## src/rtl/fifo_fwft.sv

```systemverilog
// rtl/fifo_fwft.sv - parametrised show-ahead FIFO with fill level, almost-full, overwrite mode and sticky error flags
//
// Purpose: first-word-fall-through FIFO between a UART RX/TX path and the
// console mux arbiter. The oldest word sits in an output register and is
// presented on data_out while data_avail=1; adv pops it.
//
// Ports:
//   clk          clock, all logic on the rising edge
//   rst          synchronous active-high reset, overrides every other input
//   w_en         write strobe, one word per cycle
//   adv          pop the word currently on data_out
//   data_in      write data
//   clear_flags  clears overflow/underflow
//   data_out     oldest word, valid while data_avail=1
//   data_avail   data_out holds a valid word
//   full         level == DEPTH
//   almost_full  level >= AFULL_THRESH
//   level        words written and not yet popped (output register included)
//   overflow     sticky: a write hit a full FIFO
//   underflow    sticky: adv while data_avail=0
module fifo_fwft #(
   parameter int WIDTH        = 8,
   parameter int DEPTH        = 16,
   parameter int AFULL_THRESH = DEPTH - 4,
   parameter bit OVERWRITE    = 1'b0
) (
   input  logic                     clk,
   input  logic                     rst,
   input  logic                     w_en,
   input  logic                     adv,
   input  logic [WIDTH-1:0]         data_in,
   input  logic                     clear_flags,
   output logic [WIDTH-1:0]         data_out,
   output logic                     data_avail,
   output logic                     full,
   output logic                     almost_full,
   output logic [$clog2(DEPTH):0]   level,
   output logic                     overflow,
   output logic                     underflow
);

   localparam int AW = $clog2(DEPTH);
   localparam int LW = AW + 1;
   localparam logic [LW-1:0] LVL_MAX = LW'(DEPTH);
   localparam logic [LW-1:0] LVL_AF  = LW'(AFULL_THRESH);

   logic [WIDTH-1:0] mem [DEPTH];
   logic [AW-1:0]    rd_ptr;
   logic [AW-1:0]    wr_ptr;
   logic [LW-1:0]    ram_count;
   logic             pop_req;
   logic             force_pop;
   logic             pop_do;
   logic             wr_do;
   logic             load;

   assign full        = (level == LVL_MAX);
   assign almost_full = (level >= LVL_AF);

   // Words still in the RAM, i.e. not yet moved into the output register.
   assign ram_count = level - LW'(data_avail);

   assign pop_req   = adv & data_avail;
   // Overwrite mode: a write into a full FIFO behaves as an implicit pop of
   // the oldest word plus an append of the new one.
   assign force_pop = OVERWRITE & w_en & full & ~adv & data_avail;
   assign pop_do    = pop_req | force_pop;
   // A pop in the same cycle frees a slot, so a full FIFO still accepts it.
   assign wr_do     = w_en & (~full | pop_do);
   // Refill the output register when it is empty or being vacated.
   assign load      = (~data_avail | pop_do) & (ram_count != '0);

   always_ff @(posedge clk) begin
      if (!rst && wr_do) begin
         mem[wr_ptr] <= data_in;
      end
   end

   always_ff @(posedge clk) begin
      if (rst) begin
         rd_ptr     <= '0;
         wr_ptr     <= '0;
         level      <= '0;
         data_out   <= '0;
         data_avail <= 1'b0;
         overflow   <= 1'b0;
         underflow  <= 1'b0;
      end else begin
         if (wr_do) begin
            wr_ptr <= wr_ptr + 1'b1;
         end

         if (load) begin
            data_out   <= mem[rd_ptr];
            rd_ptr     <= rd_ptr + 1'b1;
            data_avail <= 1'b1;
         end else if (pop_do) begin
            data_avail <= 1'b0;
         end

         level <= level + LW'(wr_do) - LW'(pop_do);

         // A new event wins over a coincident clear.
         if (w_en && full && !pop_req) begin
            overflow <= 1'b1;
         end else if (clear_flags) begin
            overflow <= 1'b0;
         end

         if (adv && !data_avail) begin
            underflow <= 1'b1;
         end else if (clear_flags) begin
            underflow <= 1'b0;
         end
      end
   end

endmodule
```

## config.mk

```make
export PLATFORM = sky130hd
export DESIGN_NAME = fifo_fwft
export DESIGN_NICKNAME = d
export VERILOG_FILES = /design/src/rtl/fifo_fwft.sv
export SDC_FILE = /design/constraint.sdc
export NUM_CORES = 1
export LEC_CHECK = 0
export ABC_CLOCK_PERIOD_IN_PS = 7500
export CAP_MARGIN = 0
export CORE_MARGIN = 2
export CORE_UTILIZATION = 39
export CTS_BUF_LIST = sky130_fd_sc_hd__clkbuf_8
export DETAILED_ROUTE_END_ITERATION = 7
export RECOVER_POWER = 25
export SLEW_MARGIN = 30
export SYNTH_ARGS = -nofsm -noshare
export SYNTH_HDL_FRONTEND = slang
export SYNTH_SLANG_ARGS = --single-unit
```

## constraint.sdc

```tcl
create_clock -name clk -period 7.5 [get_ports clk]
set_clock_uncertainty 0.1 [all_clocks]
set_input_delay 1.5 -clock clk [delete_from_list [all_inputs] [get_ports clk]]
set_output_delay 1.5 -clock clk [all_outputs]
set_load 0.01 [all_outputs]
```

==> results of run 1 <==
[per-layer routing]
metal / global-route usage [%] / routed length, µm / share of wire (%)
met3: 3.73 / 586 / 4.8
met1: 22.2 / 5780 / 47
met4: 4.36 / 121 / 0.99
met5: 0 / 0 / 0
met2: 24.1 / 5770 / 47
[cells in the mapped netlist (all sizes together), types with 2 or more instances]
library cell / count / area (µm²)
nor2: 40 / 150
nand2b: 5 / 31.3
nand2: 16 / 60.1
mux2i: 9 / 90.1
nor3: 4 / 20.0
a22oi: 17 / 128
inv: 12 / 45.0
nand3: 2 / 10.0
nor2b: 4 / 25.0
clkbuf: 7 / 26.3
xor2: 4 / 35.0
edfxtp: 128 / 3840
ha: 15 / 188
a21oi: 5 / 25.0
dfxtp: 24 / 480
xnor2: 4 / 35.0
mux4: 32 / 721
buf: 10 / 61.3
[flip-flops by register name, indices dropped and copies added, names as in the netlist]
signal and cells:
data_avail 1, data_out 8, level 5, mem 128, overflow 1, rd_ptr 4, underflow 1, wr_ptr 4
[how the worst max path moves through the flow]
stage / startpoint / cells after the start / endpoint / slack [ps]
floorplan: adv / 5 / mem[0][0]$_DFFE_PP_ / 4180
global placement: adv / 6 / mem[3][0]$_DFFE_PP_ / 3290
detailed placement: adv / 6 / mem[3][2]$_DFFE_PP_ / 3080
CTS: adv / 6 / mem[3][0]$_DFFE_PP_ / 3560
global route: rst / 5 / mem[15][1]$_DFFE_PP_ / 3500
finish: rst / 5 / mem[15][1]$_DFFE_PP_ / 3710
[critical path: stages]
cell	delay (ps)
dlygate4sd3_1	530
clkbuf_1	450
and2b_1	440
nand2_1	180
nor2_1	650
[stage by stage]
stage	hold slack [ps]	worst slack (ps)	instances	cell area (µm²)
final	399	3710	617	7020
after global routing	438	3500	617	7020
after CTS	407	3560	617	7010
after detailed placement	386	3080	585	6670
after global placement	376	3290	585	6670
after floorplan	419	4180	358	6170
[where the power goes]
group | internal (mW) | switching [mW]
Combinational | 0.328 | 0.328
Sequential | 0.966 | 0.0403
Clock | 0.228 | 0.312
[logic make-up after synthesis]
family,share of synthesized area (%)
buf+inv,2.15
flops,70.1
simple gates,5.96
xor+xnor,1.14
mux,13.1
fa+ha+maj,3.37
compound gates,4.12
[area by class of cell]
type / count / share of cell area (%)
clock inverter: 15 / 1.51
timing repair buffer: 33 / 4.54
sequential: 152 / 61.6
tap: 211 / 3.76
inverter: 12 / 0.641
multi-input combinational: 177 / 24.6
clock buffer: 17 / 3.33
==> impl_results.rst, run 1 <==
.. list-table::
   :header-rows: 1

   * - Metric
     - Value
   * - Status
     - completed
   * - ANT cells
     - 0
   * - Setup slack on the worst flop-to-flop path
     - approximately 4400 ps
   * - First-pass GRT wire length
     - around 19000 µm
   * - Critical path startpoint category
     - input port
   * - Hold Path Sink
     - data_out[1]$_SDFFE_PP0P_
   * - Vias in the first global route
     - 3172
   * - Number of nets at the end of the flow
     - roughly 420
   * - Leakage power
     - 2.30 nW
   * - Max-cap check violation count
     - 0
   * - Post-layout minimum cycle time
     - between 3000 and 4000 ps
   * - Core Util, Final
     - 45.9%
   * - Worst-Skew Late Latency
     - 440 ps
   * - Number of clock sinks
     - approximately 150
   * - Core Area
     - about 15000 µm²
   * - Clock root buffer master
     - clkbuf_8
   * - Number of pins with negative max-slew slack in the final report
     - 0
   * - Total power of the final layout
     - 2.20 mW
   * - Multi-input gate area
     - approximately 1700 µm²
   * - Async S/R FF share, synth
     - 0%
   * - Max-slew headroom at the worst pin
     - 27.5%
   * - Worst voltage drop across the vdd grid
     - ~0.13 mV
   * - Number of nets still failing antenna checks after routing
     - 0
   * - DR iter-0 viols
     - 231
   * - Number of flip-flops and latches in the synthesized netlist
     - 152
   * - Per-instance average area after synthesis
     - ~17 µm²
   * - Number of distinct library cells after synthesis
     - 41
   * - Worst Hold Depth
     - 2
   * - Antenna violations before repair
     - 0
   * - Number of enable-type register cells in the synthesized netlist
     - roughly 130
   * - Global router's overall resource usage
     - 15.5%
   * - WL/cell
     - a little under 20 µm
   * - Net Count, Synth
     - 387
   * - Effective utilization at floorplan
     - 40.3%
   * - Reg2Reg Capture Point
     - mem[15][1]$_DFFE_PP_
   * - Clock tree from TritonCTS
     - built
   * - Reg-to-reg critical path startpoint
     - level[2]$_SDFF_PP0_
   * - Fillcell total
     - between 1k and 1.5k
   * - Dominant register cell in the synthesized netlist
     - edfxtp_1
   * - Final count of hold timing violations
     - 0
   * - Start point of the worst hold path
     - data_out[1]$_SDFFE_PP0P_
   * - Estimated wirelength of the detail-placed design
     - 7870 µm
   * - Length of the first detailed-routing pass in iterations
     - 4
   * - Boundary pin count
     - 31
   * - Die boundary width
     - 130 µm
   * - Slew at the pin closest to its max-slew limit
     - roughly 1100 ps
   * - Largest net degree at the start of global routing
     - 36
   * - Post-cts resize count
     - 0
   * - Post-CTS repair timing setup buffer count
     - 0
   * - Growth of design area from synthesis to finish
     - 13.9%
   * - Kind of capture point of the worst setup path
     - register
   * - Number of instances in the synthesized netlist
     - 358
   * - Cell count of the worst reg-to-reg path
     - 7
   * - Commonest non-fill, non-tap cell in the layout
     - edfxtp_1
   * - Routability cong.
     - 0.761
   * - Share of cells above drive strength 1
     - 18.0%
   * - Worst Path Arrival
     - around 3800 ps
   * - Die ar.
     - about 17000 µm²
   * - Sequential element share of the synthesized area
     - between 70% and 80%
   * - Gr ovfl total
     - 0
   * - Core Rows
     - between 40 and 50
   * - Required time of the worst setup path
     - between 7000 and 8000 ps
   * - Cts hold-fix bufs
     - 0
   * - Kind of critical path
     - input port to register
   * - Total power divided by cell area
     - 313 nW/µm²
   * - Class of the tightest hold or removal check
     - register to register
   * - Post-Syn Area
     - 6170 µm²
   * - CTS HTree Levels
     - 4
   * - Sequential standard cell area
     - approximately 4300 µm²
   * - Final number of setup-violating endpoints
     - 0
   * - Share of the clock period used by the worst path after layout
     - 50.6%
   * - Number of vias in the routed layout
     - just over 3k
   * - Bufs on Longest Clock Path
     - 2
   * - Average via count per standard cell
     - approximately 5.0
   * - Die outline height
     - 130 µm
   * - Setup TNS
     - 0 ps
   * - Yosys Warn Count
     - 0
   * - RSZ-0062 raised after global routing
     - false
   * - Largest fanout on the critical path
     - 26
   * - Wire length reported by the detailed router
     - 12300 µm
   * - Most frequent cells in the layout
     - edfxtp_1 (128), nor2_1 (40), mux4_2 (32)
   * - Buffers on Ports
     - 30
   * - Clock slew seen by the registers of the worst setup and hold paths
     - roughly 80 ps
   * - Residual DRC count
     - 0
   * - Upper clock frequency limit
     - approximately 260 MHz
   * - Clock buffers created by TritonCTS
     - 17
Power figures use the tool's default switching activity.
==> run 2: changes to the inputs <==
--- a/config.mk
+++ b/config.mk
@@ -5,7 +5,7 @@
 export SDC_FILE = /design/constraint.sdc
 export NUM_CORES = 1
 export LEC_CHECK = 0
-export ABC_CLOCK_PERIOD_IN_PS = 7500
+export ABC_CLOCK_PERIOD_IN_PS = 3800
 export CAP_MARGIN = 0
 export CORE_MARGIN = 2
 export CORE_UTILIZATION = 39
==> constraint.sdc (replaced) <==
create_clock -name clk -period 3.8 [get_ports clk]
set_clock_uncertainty 0.1 [all_clocks]
set_input_delay 0.76 -clock clk [delete_from_list [all_inputs] [get_ports clk]]
set_output_delay 0.76 -clock clk [all_outputs]
set_load 0.01 [all_outputs]
==> impl_results.rst, run 2 (synthesized netlist as in run 1, its figures left out) <==
.. list-table::
   :header-rows: 1

   * - Metric
     - Value
   * - Global router's overall resource usage
     - around 16%
   * - Total power of the final layout
     - between 4 and 5 mW
   * - Antenna violations before repair
     - 0
   * - Final count of hold timing violations
     - 0
   * - Number of nets at the end of the flow
     - roughly 440
   * - Leakage power
     - 2.38 nW
   * - GR Util met1
     - a little under a quarter
   * - CTS HTree Levels
     - 4
   * - Reg2Reg Capture Point
     - mem[10][4]$_DFFE_PP_
   * - Start point of the worst hold path
     - overflow$_SDFFE_PP0P_
   * - Core Util, Final
     - between 40% and 50%
   * - ANT cells
     - 0
   * - Required time of the worst setup path
     - approximately 2900 ps
   * - Final Hold Slack
     - 398 ps
   * - Most flops, register
     - mem
   * - Status
     - completed
   * - Busiest grt layer
     - met2
   * - Boundary pin count
     - 31
   * - RSZ-0062 raised after global routing
     - false
   * - Number of nets still failing antenna checks after routing
     - 0
   * - Worst Path Arrival
     - around 2100 ps
   * - Total cell area at the placement stage
     - ~6800 µm²
   * - Setup slack on the worst flop-to-flop path
     - 860 ps
   * - Class of the tightest hold or removal check
     - register to register
   * - Die boundary width
     - 130 µm
   * - Worst slack at placement
     - slightly below 600 ps
   * - Area of all placed cells without fillers
     - ~7200 µm²
   * - Max-cap check violation count
     - 0
   * - First-pass GRT wire length
     - 18900 µm
   * - Largest net degree at the start of global routing
     - 36
   * - Estimated wirelength of the detail-placed design
     - approximately 8000 µm
   * - Post-layout minimum cycle time
     - ~2900 ps
   * - Wire length reported by the detailed router
     - 12200 µm
   * - Worst voltage drop across the vdd grid
     - 0.308 mV
   * - Effective utilization at floorplan
     - about two fifths
   * - Slew at the pin closest to its max-slew limit
     - roughly 1100 ps
   * - Critical path startpoint category
     - register
   * - Met3 Usage GRT
     - around 3.5%
   * - Cell count of the worst reg-to-reg path
     - 7
   * - Average via count per standard cell
     - around 5.0
   * - Core Rows
     - 45
   * - Final number of setup-violating endpoints
     - 0
   * - Kind of critical path
     - register to output pin
   * - DR iter-0 viols
     - about 230
   * - Most frequent cells in the layout
     - edfxtp_1 (128), nor2_1 (40), mux4_2 (32)
   * - Largest registers
     - mem: 128 flops, data_out: 8 flops, level: 5 flops
   * - Core Area
     - between 15000 and 20000 µm²
   * - Vias in the first global route
     - about 3.2k
   * - Worst-Skew Late Latency
     - between 400 and 500 ps
   * - Residual DRC count
     - 0
   * - Setup TNS
     - 0 ps
   * - Number of flip-flops under the largest register name
     - about 130
   * - Upper clock frequency limit
     - between 300 and 400 MHz
   * - Buffers on Ports
     - 30
   * - Max-slew headroom at the worst pin
     - between 20% and 30%
   * - Total instance count after detailed placement
     - roughly 600
   * - Number of clock sinks
     - roughly 150
   * - Clock buffers created by TritonCTS
     - 17
   * - Share of the clock period used by the worst path after layout
     - 77.6%
   * - Worst Hold Depth
     - 2
   * - Number of vias in the routed layout
     - about 3.2k
   * - Clock slew seen by the registers of the worst setup and hold paths
     - 80 ps
   * - Clock tree from TritonCTS
     - built
   * - Hold Path Sink
     - overflow$_SDFFE_PP0P_
   * - Die ar.
     - 16800 µm²
   * - Number of pins with negative max-slew slack in the final report
     - 0
   * - Reg-to-reg critical path startpoint
     - level[2]$_SDFF_PP0_
   * - Total power divided by cell area
     - around 630 nW/µm²
   * - Kind of capture point of the worst setup path
     - output pin
   * - Clock root buffer master
     - clkbuf_8
   * - Routing usage on met2
     - 23.2%
   * - Die outline height
     - between 100 and 150 µm
   * - Growth of design area from synthesis to finish
     - 16.1%
   * - Cts hold-fix bufs
     - 0
   * - Min setup slack post-route
     - ~850 ps
   * - Bufs on Longest Clock Path
     - 2
   * - Length of the first detailed-routing pass in iterations
     - 4
   * - Routability cong.
     - 0.791
   * - Gr ovfl total
     - 0
   * - Largest fanout on the critical path
     - 7
   * - Post-CTS repair timing setup buffer count
     - 0
   * - WL/cell
     - ~19 µm
   * - Share of cells above drive strength 1
     - roughly a fifth
   * - Count of non-filler cells in the finished layout
     - between 600 and 700
   * - Post-cts resize count
     - 0
   * - Commonest non-fill, non-tap cell in the layout
     - edfxtp_1
## run 2: cell count changes in the layout (fill, tap and decap cells not counted), sizes merged
| cell | previous run | this run |
|---|---|---|
| inv | 14 | 16 |
| buf | 2 | 15 |
| clkinv | 9 | 3 |
| clkdlybuf4s50 | 24 | 25 |
| bufinv | 0 | 2 |
| dlygate4sd3 | 6 | 5 |
| clkinvlp | 4 | 6 |
## run 2: layout make-up
class | count | area (µm²)
clock buffer | 17 | 234
clock inverter | 15 | 153
fill | 1298 | 8150
inverter | 12 | 45.0
multi-input combinational | 177 | 1710
sequential | 152 | 4330
tap | 211 | 264
timing repair buffer | 46 | 429
## run 2: metal layers
layer / share of wire, % / wire, µm
met2: 46 / 5600
met3: 4.7 / 573
met4: 2.2 / 268
met5: 0 / 0
met1: 47 / 5760
## run 2: worst max path at each step
| stage | startpoint | to | depth (start not counted) |
|---|---|---|---|
| final | level[2]$_SDFF_PP0_ | full | 4 |
| after global routing | level[2]$_SDFF_PP0_ | mem[11][6]$_DFFE_PP_ | 7 |
| after CTS | level[2]$_SDFF_PP0_ | full | 4 |
| after detailed placement | adv | mem[8][5]$_DFFE_PP_ | 6 |
| after global placement | adv | mem[8][5]$_DFFE_PP_ | 6 |
| after floorplan | level[2]$_SDFF_PP0_ | mem[0][0]$_DFFE_PP_ | 7 |
## run 2: report_power, final
part / total, mW / switching [mW] / internal, mW
Sequential: 2.03 / 0.125 / 1.91
Combinational: 1.26 / 0.594 / 0.663
Clock: 1.19 / 0.609 / 0.582
## run 2: worst max-delay path, cell delays in order, from the launching register on
cell and delay [ps]:
dfxtp_1 490, inv_1 160, ha_1 250, and4bb_2 260
clkdlybuf4s50_1 480
